`config.mk`:
```
export PLATFORM = sky130hd
export DESIGN_NAME = xorshift32_rewind
export DESIGN_NICKNAME = d
export VERILOG_FILES = /design/src/rtl/xorshift32_rewind.sv
export SDC_FILE = /design/constraint.sdc
export NUM_CORES = 1
export LEC_CHECK = 0
export CAP_MARGIN = 20
export CORE_MARGIN = 5
export CORE_UTILIZATION = 54
export DETAILED_ROUTE_END_ITERATION = 16
export PLACE_DENSITY = 0.93
export SLEW_MARGIN = 10
export SYNTH_ARGS = -nofsm -noshare
export SYNTH_HDL_FRONTEND = slang
export SYNTH_SLANG_ARGS = --single-unit
```
`constraint.sdc`:
```
create_clock -name clk -period 3.6 [get_ports clk]
set_clock_uncertainty 0.05 [all_clocks]
set_input_delay 1.08 -clock clk [delete_from_list [all_inputs] [get_ports clk]]
set_output_delay 1.08 -clock clk [all_outputs]
set_load 0.005 [all_outputs]
```
`src/rtl/xorshift32_rewind.sv`:
```
// Iterative reverse stepper for xorshift32: undoes one generator step every three clocks.
// Each sub-step applies one inverse shift-xor stage to the working register.
module xorshift32_rewind #(
    parameter int unsigned STEP_W = 16
) (
    input  logic              clk,
    input  logic              rst,
    input  logic              start,
    input  logic [31:0]       state_in,
    input  logic [STEP_W-1:0] steps,
    output logic              busy,
    output logic              done,
    output logic [31:0]       state_out
);

    typedef enum logic [2:0] {
        StIdle,
        StU5,
        StU17,
        StU13,
        StFin
    } state_e;

    state_e            state_q, state_d;
    logic [31:0]       work_q, work_d;
    logic [STEP_W-1:0] remaining_q, remaining_d;
    logic [31:0]       out_q, out_d;

    // Inverse of t ^= t << 5: fold in every multiple of 5 that still fits in 32 bits.
    function automatic logic [31:0] inv_u5(input logic [31:0] y);
        return y ^ (y << 5) ^ (y << 10) ^ (y << 15) ^ (y << 20) ^ (y << 25) ^ (y << 30);
    endfunction

    function automatic logic [31:0] inv_u17(input logic [31:0] y);
        return y ^ (y >> 17);
    endfunction

    function automatic logic [31:0] inv_u13(input logic [31:0] y);
        return y ^ (y << 13) ^ (y << 26);
    endfunction

    always_comb begin
        state_d     = state_q;
        work_d      = work_q;
        remaining_d = remaining_q;
        out_d       = out_q;
        unique case (state_q)
            StIdle: begin
                if (start) begin
                    work_d      = state_in;
                    remaining_d = steps;
                    if (steps == '0) begin
                        out_d   = state_in;
                        state_d = StFin;
                    end else begin
                        state_d = StU5;
                    end
                end
            end
            StU5: begin
                work_d  = inv_u5(work_q);
                state_d = StU17;
            end
            StU17: begin
                work_d  = inv_u17(work_q);
                state_d = StU13;
            end
            StU13: begin
                work_d      = inv_u13(work_q);
                remaining_d = remaining_q - STEP_W'(1);
                if (remaining_q == STEP_W'(1)) begin
                    // Capture on FIN entry so the result is visible alongside done.
                    out_d   = inv_u13(work_q);
                    state_d = StFin;
                end else begin
                    state_d = StU5;
                end
            end
            StFin: begin
                state_d = StIdle;
            end
            default: begin
                state_d = StIdle;
            end
        endcase
    end

    always_ff @(posedge clk) begin
        if (rst) begin
            state_q     <= StIdle;
            work_q      <= 32'h0;
            remaining_q <= '0;
            out_q       <= 32'h0;
        end else begin
            state_q     <= state_d;
            work_q      <= work_d;
            remaining_q <= remaining_d;
            out_q       <= out_d;
        end
    end

    assign busy      = (state_q != StIdle);
    assign done      = (state_q == StFin);
    assign state_out = out_q;

endmodule

```
=== Word-level counts from Yosys, hierarchy flattened ===
Index checks and enable logic that the tools add are counted.

* Flip-flop bits (word level): 83
* Output and inout port bits: 34

* Add/subtract/negate cells: 1
* Equality and inequality tests: 8
* Multiplexer cells: 12
* Bitwise operators: 9
* Reductions and logical operators: 8

{| class="wikitable"
|+ Operator list
! cell !! count
|-
| bitwise XOR 32 bit || 8
|-
| 2-to-1 mux 32 bit || 4
|-
| case mux 32 bit (4 select lines) || 1
|-
| case mux 32 bit (2 select lines) || 1
|-
| case mux 16 bit (2 select lines) || 1
|-
| bitwise XOR 32 x 15 -> 32 bit || 1
|-
| == test 16 x 1 -> 1 bit, second input constant || 1
|-
| zero test 16 bit || 1
|-
| 2-to-1 mux 16 bit || 1
|-
| subtractor 16 x 1 -> 16 bit, second input constant || 1
|-
| case mux 3 bit (4 select lines) || 1
|-
| 2-to-1 mux 3 bit || 3
|-
| == test 3 x 2 -> 1 bit, second input constant || 2
|-
| inequality test 2 bit, second input constant || 3
|-
| AND reduction 2 bit || 2
|-
| AND reduction 4 bit || 1
|-
| nonzero test 4 bit || 1
|-
| == test 3 x 1 -> 1 bit, second input constant || 1
|-
| == test 3 bit, second input constant || 1
|-
| zero test 3 bit || 1
|-
| nonzero test 3 bit || 1
|-
| nonzero test 2 bit || 1
|}

=== Longest topological paths before layout ===
Gate-level depths: netlist of run 1.

* Word-level depth: 7
* Mapped depth: 10

=== Worst setup path after synthesis of run 1 ===
No wires, ideal clock.

* Path type: input -> register
* From: input steps[8]
* To: register out_q[15], in the netlist state_out[15]
* Setup time: 0.069 ns
* Arrival: 2.376 ns
* Required time: 3.481 ns
* Path slack: 1.104 ns
* Stages: 8
* Buffers on the path: 2
* Cell sequence: nor4_1 -> nand4_1 -> a32oi_1 -> and2_2 -> buf_6 -> buf_8 -> o211ai_2 -> a21oi_2

* Cells in the longest elaborated chain, start to end: 3

{| class="wikitable"
|+ Ends and longest elaborated chain
! what !! RTL line !! RTL
|-
| start: declaration || 10 || <nowiki>input logic [STEP_W-1:0] steps,</nowiki>
|-
| zero test 16 bit || 52 || <nowiki>if (steps == '0) begin</nowiki>
|-
| inequality test 2 bit (no source line) || n/a ||
|-
| AND reduction 4 bit (no source line) || n/a ||
|-
| end signal: assignment || 98 || <nowiki>out_q <= out_d;</nowiki>
|-
| end: declaration || 27 || <nowiki>logic [31:0] out_q, out_d;</nowiki>
|}

No other way between the ends.
A chain may end at the register's enable or synchronous reset.

=== Worst setup path after layout of run 1 ===
* From: register state_q[0]
* To: output busy

* Cells in the longest elaborated chain, start to end: 1

{| class="wikitable"
|+ Ends and longest elaborated chain
! what !! RTL line !! RTL
|-
| start: declaration || 24 || <nowiki>state_e state_q, state_d;</nowiki>
|-
| start signal: assignment || 90 || <nowiki>state_q <= StIdle;</nowiki>
|-
| start signal: assignment || 95 || <nowiki>state_q <= state_d;</nowiki>
|-
| nonzero test 3 bit || 102 || <nowiki>assign busy = (state_q != StIdle);</nowiki>
|-
| end: declaration || 11 || <nowiki>output logic busy,</nowiki>
|}

No other way between the ends.

==> impl_results.md, run 1 <==
* Root Driver: clkbuf_8
* Hold-fix buffers, CTS at 0
* Mapped Cells at 654
* Initial Util at 55.3%
* Die Span Y at 107 µm
* Synth top area cells: dfxtp_1 33%, nand2_1 7.3%, nor2_1 5.8%
* Grt met3 use at 5.90%
* Synth top area share at 32.7%
* Post-synth EDFFs at 0
* Detailed Route Iter0 Violations at 562
* Die area at 0.0115 mm²
* Post-Syn Area per Cell at 7.77 µm²
* Final setup viols at 0
* Max clock buf depth at 2
* Dominant cell type by area after synthesis: dfxtp_1
* WP data arrival at 2.04 ns
* Clk Latency, worst-skew pair at about 0.36 ns
* First-pass GRT wire length at 26300 µm
* CP delay by family, top: flip-flops
* PostCTS Resize Cnt at 0
* Layout area overhead at 20.7%
* #FFs+latches synth at 83
* Clock sinks at 83
* PwrDens at ~610 mW/mm²
* Clk pwr share at 20.0%
* Switching Share at 40.4%
* Final Cell Area at between 0.006 and 0.007 mm²
* Antenna violations before repair at 0
* Hold Startpoint: state_out[15]$_SDFFE_PP0P_
* Sequential fraction of design power at a little over a third
* Tmin final at roughly 3.2 ns
* Cell row count at 35
* Via count at about 5400
* R2R Path Start: state_q[0]$_SDFFE_PP0P_
* Setup bufs post-CTS at 0
* GRT overflow at 0
* Num CTS Buffers at 9
* Most instantiated cells after synthesis: 99 x nand2_1, 83 x dfxtp_1, 79 x nor2_1, 50 x a21oi_1, 39 x o21ai_0
* Mapped Nets at 707
* Max VDD drop at 0.254 mV
* Top-count cell post-synth: nand2_1
* Vias/cell at 6.60
* Chip width at 107 µm
* P_int at approximately 2.2 mW
* DP HPWL at 12100 µm
* TNS Setup at 0 ns
* Critical path endpoint category: output pin
* Switching power at around 1.5 mW
* GRT met1 Usage at between 30% and 40%
* Routed len/inst at a little over 20 µm
* Remaining antenna violation count after routing at 0
* Ys flop type: dfxtp_1
* Core Region at 0.00920 mm²
* CTS tree: done
* Data required time of the worst path at 2.47 ns
* Slew Limit Fails at 0
* Gate power share at 43.7%
* # IOs at between 80 and 90
* Post-synthesis sequential area ratio at approximately a third
* Dpl cell area at slightly below 0.006 mm²
* Number of global-route vias before repair at 5064
* Leak at about 2.1 nW
* Cell Area, Synth at 0.00508 mm²
* RSZ-0062 raised after global routing: false
* Max Cap Viol at 0
* Crit start category: flip-flop
* Hold Path Class: flip-flop to flip-flop
* H-Tree Depth at 3
* TritonRoute pass-1 iters at 5
* Final Cycle Share at 88.2%
* Status: finished, final reports clean
* Critical Path, Cell by Cell: nor2_1 -> nand2_1 -> clkdlybuf4s50_1
* Highest net fanout along the worst path at 17
* Slew margin rel. at 45.6%
* Buffer and inverter count on the worst path at 1
* GPL Wtd Cong at 1.01
* Reg clk slew, reported paths at 0.09 ns
* Share of cells above drive strength 1 at 8.73%
* Met2 usage at 44.4%
* CP max-delay cell: dfxtp_1
* Ant. Diodes at 0
* Critical path class: flip-flop to output pin
* Fin. Hold Viols at 0
* Critical Path Start: state_q[0]$_SDFFE_PP0P_
* Synthesis Warnings at 0
* FFs w/ async S/R, synth at 0%
* All-Layer GR Usage at around 29%
* Port Buffers at 84
* Worst Max-Slew Pin Slew at 0.814 ns
* Pin count of the biggest net entering global routing at 48
* Max incr delay on CP at 0.72 ns
* NumNets Final at 759
* GRT busiest layer: met2
* DRC at 0
* Library cells used by synthesis at 64
* Max Clk Rate at 0.315 GHz
* Drt total wl at 16600 µm
## path summary, 6_finish.rpt
path / end / slack (ns) / cells past startpoint
min reg2reg: state_out[15]$_SDFFE_PP0P_ / 0.41 / 2
max: busy / 0.43 / 3
min: state_out[15]$_SDFFE_PP0P_ / 0.41 / 2
max reg2reg: remaining_q[9]$_SDFFE_PP0P_ / 0.85 / 6
## kinds of logic after synthesis
group	count (synthesis)	synth area share, %
compound gates	211	29.3
xor+xnor	47	9.48
fa+ha+maj	2	0.492
buf+inv	67	6.15
flops	83	32.7
mux	2	0.394
simple gates	242	21.5
## layout make-up
type                            instances  area, µm²
Sequential cell                        83       1660
Fill cell                             733       3060
Clock inverter                          5       77.6
Timing Repair Buffer                  101        976
Inverter                                7       26.3
Clock buffer                           10        138
Multi-Input combinational cell        504       3110
Tap cell                              111        139
## cells in the final DEF (no fill, tap or decap), types with 4 or more instances in the layout
cell type / n
a222oi_1: 4
nor2b_1: 4
xor2_1: 15
xnor3_1: 4
clkdlybuf4s50_1: 83
a221o_1: 5
or3_1: 4
xnor2_1: 27
nand2_1: 99
a31oi_1: 9
a22o_1: 4
inv_1: 6
a311oi_1: 16
nor2_1: 79
o221ai_1: 8
nor4_1: 6
a21oi_1: 50
o211ai_2: 10
o22ai_1: 5
nand3_1: 8
nor3_1: 14
nor3b_1: 5
a211oi_1: 11
dfxtp_1: 83
clkbuf_8: 10
a2bb2oi_1: 5
o21ai_0: 39
a21oi_2: 10
o211ai_1: 12
buf_4: 16
## flip-flops by register name, indices dropped and copies added, names as in the netlist
name	cells
state_out	32
work_q	32
state_q	3
remaining_q	16
## metal layers
layer  routed length (µm)  up-vias
li1                     -     2467
met1                 6640     2532
met2                 7560      351
met3                 1840       65
met4                  519        0
met5                    0        -
## per-stage QoR
stage                     setup slack (ns)  power (mW)  util [%]  hold slack, ns  instances
after floorplan                       1.10        2.44         -           0.398        654
after global placement               0.384        2.91      64.3           0.394        806
after detailed placement            0.0692        2.96      64.3           0.401        806
after CTS                            0.433        3.71      66.7           0.412        821
after global routing                 0.272        3.95      66.7           0.433        821
final                                0.427        3.77      66.7           0.411        821
## tightest hold or removal path: stages, from the launching register on
cell	delay, ns
dfxtp_1	0.31
nand2_1	0.06
a21oi_2	0.04
## power groups by stage
stage	Clock, mW	Sequential (mW)	Combinational [mW]
3_5_place_dp	0	1.37	1.59
2_1_floorplan	0	1.22	1.22
4_1_cts	0.756	1.35	1.60
3_3_place_gp	0	1.36	1.55
6_report	0.755	1.37	1.65
5_1_grt	0.796	1.38	1.77
Note: power is estimated with default switching activity, not from simulation.
==> run 2, diff against run 1 <==
- TNS_END_PERCENT: unset -> 100
==> results of run 2 <==
Same layout as run 1: the final DEF is identical, and so are final timing and power.
==> run 3, diff against run 2 <==
- RECOVER_POWER: unset -> 25
- clock period: 3.6 -> 3.1 ns (I/O delays scaled with it)
==> run 3 against run 2 <==
Against the previous run: the run now ends with max-capacitance violations, max-slew violations left; global-route usage shrank 0.82 points; utilization rose by 1.1 points; sequential cell count unchanged; via count hardly changed; critical endpoint is now state_out[0]$_SDFFE_PP0P_.
==> impl_results.md, run 3 (synthesized netlist as in run 1, its figures left out) <==
* Critical Path, Cell by Cell: clkdlybuf4s50_1 -> nor4_1 -> nand4_1 -> a32oi_1 -> and2_2 -> buf_12 -> nor2_1 -> a311oi_1
* RSZ-0062 raised after global routing: false
* Final Cell Area at 0.00624 mm² (+1.7%)
* Final Cycle Share at 92.7%
* Chip width at 107 µm (unchanged)
* Share of cells above drive strength 1 at 10.1% (+1.4 points)
* WP data arrival at 3.07 ns (+1.03 ns)
* Clock sinks at 83 (unchanged)
* Max Clk Rate at between 0.3 and 0.4 GHz
* Fin. Hold Viols at 0 (unchanged)
* TNS Setup at 0 ns (unchanged)
* Max VDD drop at 0.346 mV (+36%)
* Slew margin rel. at -24.4% (-70 points)
* Crit start category: input pin
* Worst Max-Slew Pin Slew at 1.87 ns (+1.05 ns)
* Reg clk slew, reported paths at 0.09 ns (about the same)
* Initial Util at 55.3% (unchanged)
* Vias/cell at 6.50 (-1.5%)
* All-Layer GR Usage at 28.0% (-0.82 points)
* PostCTS Resize Cnt at 0 (unchanged)
* Root Driver: clkbuf_8
* Buffer and inverter count on the worst path at 2 (+1)
* Ant. Diodes at 0 (unchanged)
* Port Buffers at 84 (unchanged)
* # IOs at 85 (unchanged)
* Hold Path Class: flip-flop to flip-flop
* Core Region at 0.00920 mm² (unchanged)
* NumNets Final at 770 (+1.4%)
* Routed len/inst at 19.5 µm (-3.4%)
* Tmin final at approximately 2.9 ns
* TritonRoute pass-1 iters at 7 (+2)
* Clk Latency, worst-skew pair at 0.37 ns (about the same)
* Number of global-route vias before repair at 5154 (+1.8%)
* Num CTS Buffers at 9 (unchanged)
* Commonest cells after routing, fill and taps aside: 99 x nand2_1, 83 x dfxtp_1, 79 x nor2_1
* GPL Wtd Cong at 0.964 (-4.8%)
* Die area at 0.0115 mm² (unchanged)
* Critical path class: input pin to flip-flop
* Pin count of the biggest net entering global routing at 48 (unchanged)
* Status: complete, but fails checks
* Fin util at 67.8% (+1.1 points)
* Max clock buf depth at 2 (unchanged)
* Drt total wl at 16200 µm (-1.9%)
* CP delay by family, top: simple AND/OR/NAND/NOR gates
* Final setup viols at 0 (unchanged)
* Cell row count at 35 (unchanged)
* First-pass GRT wire length at 25600 µm (-2.5%)
* Critical Path Start: steps[3]
* DRC at 0 (unchanged)
* Via count at 5411 (-0.074%)
* CTS tree: done
* Hold Startpoint: state_out[18]$_SDFFE_PP0P_
* H-Tree Depth at 3 (unchanged)
* Dpl cell area at 0.00604 mm² (+2.0%)
* Layout area overhead at 22.7%
* R2R Path Start: state_q[1]$_SDFFE_PP0P_
* Leak at 2.26 nW (+5.6%)
* Detailed Route Iter0 Violations at 593 (+5.5%)
* Antenna violations before repair at 0 (unchanged)
* Most common cell after layout, fill and taps aside: nand2_1
* Highest net fanout along the worst path at 26 (+9)
* GRT overflow at 0 (unchanged)
* Setup bufs post-CTS at 0 (unchanged)
* PwrDens at 695 mW/mm² (+13%)
* Failing checks: max-capacitance violations, max-slew violations
* Hold-fix buffers, CTS at 0 (unchanged)
* Fin cells at 833 (+1.5%)
* CP max-delay cell: clkdlybuf4s50_1
* Remaining antenna violation count after routing at 0 (unchanged)
* Max incr delay on CP at 0.43 ns (-0.29 ns)
* Critical path endpoint category: flip-flop
* Placed Cells incl. Taps at 817 (+1.4%)
* Die Span Y at 107 µm (unchanged)
* Final hold slack at 0.416 ns (+0.00506 ns)
* Data required time of the worst path at 3.29 ns (+0.82 ns)
* DP HPWL at 12000 µm (-0.74%)
* Max Cap Viol at 1 (+1)
* Slew Limit Fails at 38 (+38)
## run 3: cell count changes in the layout (fill, tap and decap cells not counted), moves of 2 or more
cell | before | now
clkdlybuf4s50_1 | 83 | 61
buf_4 | 16 | 24
inv_6 | 0 | 2
dlygate4sd3_1 | 0 | 22
buf_12 | 1 | 4
## run 3: report_power, final
group / internal (mW) / switching [mW]
clock network: 0.378 / 0.438
registers: 1.26 / 0.304
logic: 0.908 / 1.05
## run 3: final cells by class
class	instances	area, µm²
inverter	7	26.3
fill	739	2960
timing repair buffer	112	1090
sequential	83	1660
multi-input combinational	504	3110
clock inverter	7	76.3
clock buffer	9	124
tap	111	139
## run 3: path summary, 6_finish.rpt
kind,end,slack (ns),depth (start not counted)
hold reg to reg,state_out[18]$_SDFFE_PP0P_,0.42,2
hold / removal,state_out[18]$_SDFFE_PP0P_,0.42,2
setup reg to reg,remaining_q[9]$_SDFFE_PP0P_,0.60,6
setup / recovery,state_out[0]$_SDFFE_PP0P_,0.23,8
## run 3: stage by stage
stage | worst slack (ns) | power, mW
2_1_floorplan | 0.754 | 2.83
3_3_place_gp | 0.0354 | 3.43
3_5_place_dp | -0.0314 | 3.49
4_1_cts | 0.323 | 4.29
5_1_grt | 0.171 | 4.56
6_report | 0.225 | 4.34
## run 3: per-layer routing
metal | share of wire [%] | global-route usage, % | vias to the layer above | wire length (µm)
met3 | 11 | 5.96 | 59 | 1760
met1 | 40 | 36.3 | 2508 | 6420
li1 | - | - | 2490 | -
met2 | 47 | 45.7 | 354 | 7560
met4 | 3.0 | 10.3 | 0 | 493
met5 | 0 | 0 | - | 0
## run 3: worst reg2reg max path, stage by stage, from the launching register on
cell	delay, ns
dfxtp_1	0.66
and2_1	0.53
nand4b_1	0.26
nor4_1	0.52
o22ai_1	0.14
a22oi_1	0.17
nor2_1	0.06
